$ cat config.mk
export PLATFORM = sky130hd
export DESIGN_NAME = vec_store_serializer
export DESIGN_NICKNAME = d
export VERILOG_FILES = /design/src/rtl/vec_store_serializer.sv
export SDC_FILE = /design/constraint.sdc
export NUM_CORES = 1
export LEC_CHECK = 0
export BUFFER_PORTS_ARGS = -buffer_cell sky130_fd_sc_hd__buf_2
export CORE_MARGIN = 5
export CORE_UTILIZATION = 40
export CTS_CLUSTER_SIZE = 30
export DETAILED_ROUTE_END_ITERATION = 7
export GPL_ROUTABILITY_DRIVEN = 0
export PLACE_DENSITY = 0.66
export SLEW_MARGIN = 20
export SYNTH_ARGS = -nofsm -noshare
export SYNTH_HDL_FRONTEND = slang
export SYNTH_SLANG_ARGS = --single-unit
$ cat constraint.sdc
create_clock -name clk -period 19.45 [get_ports clk]
set_input_delay 2.9175 -clock clk [delete_from_list [all_inputs] [get_ports clk]]
set_output_delay 2.9175 -clock clk [all_outputs]
set_load 0.01 [all_outputs]
$ cat src/rtl/vec_store_serializer.sv
// Store serializer: merges scalar and 4-lane vector stores into one registered
// memory write per cycle, stalling the core while a vector burst drains.
module vec_store_serializer #(
    parameter int LANES  = 4,
    parameter int ADDR_W = 32,
    parameter int DATA_W = 32
) (
    input  logic                          clk,
    input  logic                          reset,
    input  logic                          MemWrite,
    input  logic [ADDR_W-1:0]             DataAdr,
    input  logic [DATA_W-1:0]             WriteData,
    input  logic                          MemWriteVec,
    input  logic [LANES-1:0][ADDR_W-1:0]  DataAdrVec,
    input  logic [LANES-1:0][DATA_W-1:0]  WriteDataVec,
    output logic                          stall,
    output logic                          mem_we,
    output logic [ADDR_W-1:0]             mem_addr,
    output logic [DATA_W-1:0]             mem_wdata,
    output logic                          err_misalign,
    output logic [15:0]                   wr_count
);

    localparam int LANE_W = (LANES > 1) ? $clog2(LANES) : 1;

    localparam logic [1:0] ST_IDLE     = 2'd0;
    localparam logic [1:0] ST_BURST    = 2'd1;
    localparam logic [1:0] ST_SCAL_VEC = 2'd2;

    localparam logic [LANE_W-1:0] LANE_ONE  = LANE_W'(1);
    localparam logic [LANE_W-1:0] LAST_LANE = LANE_W'(LANES - 1);

    logic [1:0]                   state_q, state_d;
    logic [LANE_W-1:0]            lane_q, lane_d;
    logic [LANES-1:0][ADDR_W-1:0] abuf_q, abuf_d;
    logic [LANES-1:0][DATA_W-1:0] dbuf_q, dbuf_d;
    logic                         mem_we_q, mem_we_d;
    logic [ADDR_W-1:0]            mem_addr_q, mem_addr_d;
    logic [DATA_W-1:0]            mem_wdata_q, mem_wdata_d;
    logic                         err_q, err_d;
    logic [15:0]                  cnt_q, cnt_d;

    logic                         issue_s;
    logic [ADDR_W-1:0]            issue_addr_s;
    logic [DATA_W-1:0]            issue_data_s;

    // Next-state, lane capture and write-issue selection.
    always_comb begin
        state_d      = state_q;
        lane_d       = lane_q;
        abuf_d       = abuf_q;
        dbuf_d       = dbuf_q;
        issue_s      = 1'b0;
        issue_addr_s = mem_addr_q;
        issue_data_s = mem_wdata_q;

        case (state_q)
            ST_IDLE: begin
                if (MemWriteVec) begin
                    abuf_d = DataAdrVec;
                    dbuf_d = WriteDataVec;
                end else begin
                    abuf_d = abuf_q;
                    dbuf_d = dbuf_q;
                end

                // A scalar always goes first; a simultaneous vector waits one cycle.
                if (MemWrite) begin
                    issue_s      = 1'b1;
                    issue_addr_s = DataAdr;
                    issue_data_s = WriteData;
                    if (MemWriteVec) begin
                        state_d = ST_SCAL_VEC;
                    end else begin
                        state_d = ST_IDLE;
                    end
                end else if (MemWriteVec) begin
                    issue_s      = 1'b1;
                    issue_addr_s = DataAdrVec[0];
                    issue_data_s = WriteDataVec[0];
                    state_d      = ST_BURST;
                    lane_d       = LANE_ONE;
                end else begin
                    issue_s = 1'b0;
                end
            end

            ST_BURST: begin
                issue_s      = 1'b1;
                issue_addr_s = abuf_q[lane_q];
                issue_data_s = dbuf_q[lane_q];
                if (lane_q == LAST_LANE) begin
                    state_d = ST_IDLE;
                    lane_d  = '0;
                end else begin
                    state_d = ST_BURST;
                    lane_d  = lane_q + LANE_ONE;
                end
            end

            ST_SCAL_VEC: begin
                issue_s      = 1'b1;
                issue_addr_s = abuf_q[0];
                issue_data_s = dbuf_q[0];
                state_d      = ST_BURST;
                lane_d       = LANE_ONE;
            end

            default: begin
                state_d = ST_IDLE;
                lane_d  = '0;
            end
        endcase

        mem_we_d    = issue_s;
        mem_addr_d  = issue_addr_s;
        mem_wdata_d = issue_data_s;

        if (issue_s) begin
            err_d = err_q | (issue_addr_s[1:0] != 2'b00);
            cnt_d = cnt_q + 16'd1;
        end else begin
            err_d = err_q;
            cnt_d = cnt_q;
        end
    end

    // State and output registers with asynchronous reset.
    always_ff @(posedge clk or posedge reset) begin
        if (reset) begin
            state_q     <= ST_IDLE;
            lane_q      <= '0;
            abuf_q      <= '0;
            dbuf_q      <= '0;
            mem_we_q    <= 1'b0;
            mem_addr_q  <= '0;
            mem_wdata_q <= '0;
            err_q       <= 1'b0;
            cnt_q       <= 16'd0;
        end else begin
            state_q     <= state_d;
            lane_q      <= lane_d;
            abuf_q      <= abuf_d;
            dbuf_q      <= dbuf_d;
            mem_we_q    <= mem_we_d;
            mem_addr_q  <= mem_addr_d;
            mem_wdata_q <= mem_wdata_d;
            err_q       <= err_d;
            cnt_q       <= cnt_d;
        end
    end

    assign stall        = (state_q != ST_IDLE);
    assign mem_we       = mem_we_q;
    assign mem_addr     = mem_addr_q;
    assign mem_wdata    = mem_wdata_q;
    assign err_misalign = err_q;
    assign wr_count     = cnt_q;

endmodule

* Yosys cells after proc, flatten, opt, wreduce, memory -nomap -nowiden
Cells that the tools add are included.
** Storage, ports and cells
- Flip-flop bits (word level) :: 342
- Bits in latches :: 0
- RAM bits :: 0
- ROM bits :: 0
- Input port bits :: 324
- Output and inout port bits :: 83
- Word-level logic and storage cells :: 55
- Memories :: 0
** Cells by class
- Add/sub/neg operators :: 2
- Multipliers :: 0
- Div/mod/pow operators :: 0
- Magnitude comparators :: 1
- Eq/ne operators :: 6
- Shift-type cells :: 0
- Mux-type cells :: 21
- Bitwise gates (word level) :: 1
- Reductions and logical operators :: 8
** Operators with widths (number)
- $mux W32 :: 6
- $pmux W32 S3 :: 2
- $bmux W32 S2 :: 2
- $add A16 B1 Y16 const B :: 1
- $pmux W2 S3 :: 2
- $mux W2 :: 5
- $reduce_and A2 Y1 :: 3
- $eq A2 B2 Y1 const B :: 2
- $ne A2 B2 Y1 const B :: 2
- $reduce_bool A2 Y1 :: 2
- $lt A2 B3 Y1 const B :: 1
- $mux W1 :: 3
- $ne A3 B3 Y1 const B :: 1
- $reduce_bool A3 Y1 :: 1
- $add A2 B1 Y2 const B :: 1
- $eq A2 B1 Y1 const B :: 1
- $logic_not A2 Y1 :: 1
- $pmux W1 S2 :: 1
- $reduce_or A2 Y1 :: 1
- $or A1 B1 Y1 :: 1

* Logic depth before layout (Yosys ltp)
- Depth after elaboration :: 5
- Gate-level depth with buffers :: 8

* Least setup slack after synthesis
No wires, ideal clock.
- Kind :: input port to flip-flop
- From :: input MemWriteVec
- To :: register cnt_q[14], in the netlist wr_count[14]
- Setup time :: 125 ps
- Arrival time :: 4021 ps
- Data required time :: 19325 ps
- Path slack :: 15304 ps
- Stages on the path :: 5
- Path buffers :: 1
- Cells stage by stage :: buf_2 > o21ai_1 > a2111oi_2 > nand3_1 > xnor2_1
** On the way
- Cells in the longest elaborated chain, start to end :: 3
** RTL lines
- start: declaration :: line 13 : input logic MemWriteVec,
- $mux W1 :: line 77 : end else if (MemWriteVec) begin
- $mux W1 :: line 68 : if (MemWrite) begin
- $pmux W1 S2 :: line 57 : case (state_q)
- end signal: assignment :: line 149 : cnt_q <= cnt_d;
- end: declaration :: line 41 : logic [15:0] cnt_q, cnt_d;
No other way between the ends.
A chain may end at the register's enable or synchronous reset.

* Worst setup path in the final report
- From :: input MemWriteVec
- To :: register dbuf_q[54] (netlist name)
** On the way
- Cells in the longest elaborated chain, start to end :: 1
** RTL lines
- $reduce_and A2 Y1 (no line)
- end signal: assignment :: line 144 : dbuf_q <= dbuf_d;
- end: declaration :: line 36 : logic [LANES-1:0][DATA_W-1:0] dbuf_q, dbuf_d;
No other way between the ends.

==> results.py <==
metrics = {
    "outcome": {
        "status": "finished clean",
    },
    "logic_synthesis": {
        "yosysUniqueCellTypes": 42,
        "synth_top_area_share_pct": 54.44,
        "synth_edf_count": 0,
        "synth-seq-cells": 342,
        "yosysWarnings": 0,
        "synth_async_sr_flop_share_pct": 100.0,
        "seq_area_frac_synth_pct": 54.44,
        "synth_area_mm2": 0.01572,
        "ys_top_cells_by_count": "342 x dfrtp_1, 289 x mux2_2, 72 x nand2_1, 62 x mux4_2, 42 x clkbuf_1",
        "synth_top_cell_by_area": "dfrtp_1",
        "syn_area_per_cell_um2": 13.91,
        "syn_nets": 1460,
        "synth_area_leaders": "dfrtp_1 54%, mux2_2 21%, mux4_2 8.9%",
        "syn_inst": 1130,
        "synthFlopType": "dfrtp_1",
        "synth_most_common_cell": "dfrtp_1",
    },
    "power": {
        "ir_worst_vdd_v": 0.00009268,
        "power_mw": 3.258,
        "power.leakage_nw": 8.663,
        "pwr_density_cell_mw_per_mm2": 166.9,
    },
    "floorplan": {
        "initial_core_util_pct": 40.58,
        "io_pins": 407,
        "die_area_mm2": 0.04337,
        "die_h_um": 208.3,
        "core_mm2": 0.03874,
        "die_w_um": 208.3,
        "rows": 72,
    },
    "route": {
        "wirelength_um": 45190,
        "dr.pass1.iters": 6,
        "viasPerCell": 5.456,
        "detail-route-antenna-nets": 0,
        "vias": 11262,
        "route.detailed.drc": 0,
        "routedWlPerCell_um": 21.89,
        "drt_iter0_drc": 722,
    },
    "clock_tree": {
        "cts_tree": "yes",
        "cts_sinks": 342,
        "h-tree-depth": 2,
        "cts_resized": 0,
        "postCtsHoldBufs": 0,
        "clk_latency_ps": 550,
        "cts_root_buf": "clkbuf_16",
        "cts_setup_buffers": 0,
        "cts.reportedPaths.clkPinSlew_ps": 60,
        "numCtsBuffers": 39,
        "cts.path.max_buffers": 3,
    },
    "timing": {
        "clock_skew_ps": 23.41,
        "worst_slack_ps": 14250,
        "setup_viol": 0,
        "finalCritPeriodShare_pct": 26.74,
        "rsz0062_at_grt": "no",
        "report.final.hold_viol_count": 0,
        "drv_slew": 0,
        "fmax_mhz": 192.3,
        "slew-limit-headroom_pct": 28.10,
        "fin_setup_tns_ps": 0,
        "fin_crit_ps": 5201,
        "tightest_slew_ps": 1078,
    },
    "grt": {
        "grt_max_degree": 164,
        "grt_pass1_vias": 12139,
        "antenna_found_initial": 20,
        "track_usage_pct": 20.42,
        "grt_pass1_wl_um": 70520,
        "grt.overflow.total": 0,
    },
    "worst_setup_path": {
        "cp.arrival_ps": 5620,
        "reg2regPathDepth": 6,
        "reg2reg_to": "dbuf_q[54]",
        "startpoint": "MemWriteVec",
        "start_kind": "input port",
        "setup.worst_path.end": "dbuf_q[54]",
        "path_max_fanout": 83,
        "worst_setup_path_end_kind": "register",
        "r2r-start": "state_q[0]",
        "critical_path_class": "in -> reg",
        "rrSetupSlack_ps": 15990,
        "worstPathRequired_ps": 19870,
    },
    "place": {
        "place_hpwl_um": 30510,
        "preCtsSetupSlack_ps": 13450,
        "io_buffers": 406,
    },
    "flow_run": {
        "maxCapViolations": 0,
    },
    "cells_and_area": {
        "syn2layout_area_growth_pct": 24.12,
        "drive_gt1_share_pct": 55.36,
        "fin_nets": 1832,
    },
    "worst_hold_path": {
        "hp-class": "reg -> reg",
    },
}
per-stage QoR:
| stage | cells | hold WS [ps] | utilization (%) | area [µm²] |
|---|---|---|---|---|
| 2_1_floorplan | 1130 | 470.3 | - | 15720 |
| 3_3_place_gp | 1977 | 458.5 | 46.86 | 18150 |
| 3_5_place_dp | 1977 | 475.5 | 46.86 | 18150 |
| 4_1_cts | 2046 | 487.6 | 50.13 | 19420 |
| 5_1_grt | 2062 | 504.9 | 50.36 | 19510 |
| 6_report | 2064 | 475.5 | 50.37 | 19510 |
final cells by class:
class / instances / area, µm²
diodes: 16 / 40.04
multi-input cells: 687 / 6744
well taps: 518 / 648.1
clock buffers: 52 / 1086
repair buffers: 422 / 2205
flip-flops and latches: 342 / 8566
clock inverters: 17 / 180.2
fillers: 3411 / 19220
inverters: 10 / 45.04
routing by layer:
layer  vias up  track usage (%)  routed length [µm]
li1       5029                -                   -
met1      5744            25.83               18220
met2       391            33.61               22460
met3        90            5.302                3125
met4         8            8.381                1343
met5         -                0                  46
placed cells by master, fill, tap and decap left out, drive strengths merged, types with 7 or more instances in the layout:
cell type,instances
buf,422
dfrtp,342
mux2,289
nand2,72
o21ai,70
mux4,62
clkbuf,52
nor2,34
a221oi,32
a222oi,31
a31oi,30
diode,16
clkinv,11
inv,11
xnor2,9
nand3,7
power by group:
group          internal, mW  switching, mW  total, mW
logic                 0.670          0.551       1.22
registers              1.07          0.237       1.31
clock network         0.433          0.295      0.728
total                  2.17           1.08       3.26
worst min-delay path by stage:
stage / endpoint / startpoint / slack (ps) / depth (start not counted)
3_5_place_dp: wr_count[15] / wr_count[15] / 480 / 1
4_1_cts: mem_wdata[26] / mem_wdata[26] / 490 / 2
3_3_place_gp: wr_count[15] / wr_count[15] / 460 / 1
6_report: wr_count[15] / wr_count[15] / 480 / 1
5_1_grt: mem_wdata[7] / mem_wdata[7] / 500 / 2
2_1_floorplan: abuf_q[0] / abuf_q[0] / 470 / 2
critical path, cell delays in order:
cell	delay, ps
buf_2	170
nand2_4	250
buf_4	850
buf_4	840
mux2_2	420
sequential cells by signal, summed over array words and instances (netlist names):
signal and count:
abuf_q 128, dbuf_q 128, mem_addr 32, mem_wdata 32, wr_count 16, lane_q 2, state_q 2, err_misalign 1
mem_we 1
kinds of logic (layout without fill, tap and decap cells):
logic type,count (synthesis),in the layout,share of synthesized area [%]
mux,355,355,29.84
flops,342,342,54.44
compound gates,177,177,7.983
simple gates,134,134,3.637
buf+inv,101,501,2.793
xor+xnor,15,15,0.8357
fa+ha+maj,6,6,0.4775
other cells,0,16,0
No activity file was read; power rests on OpenSTA's default activity.
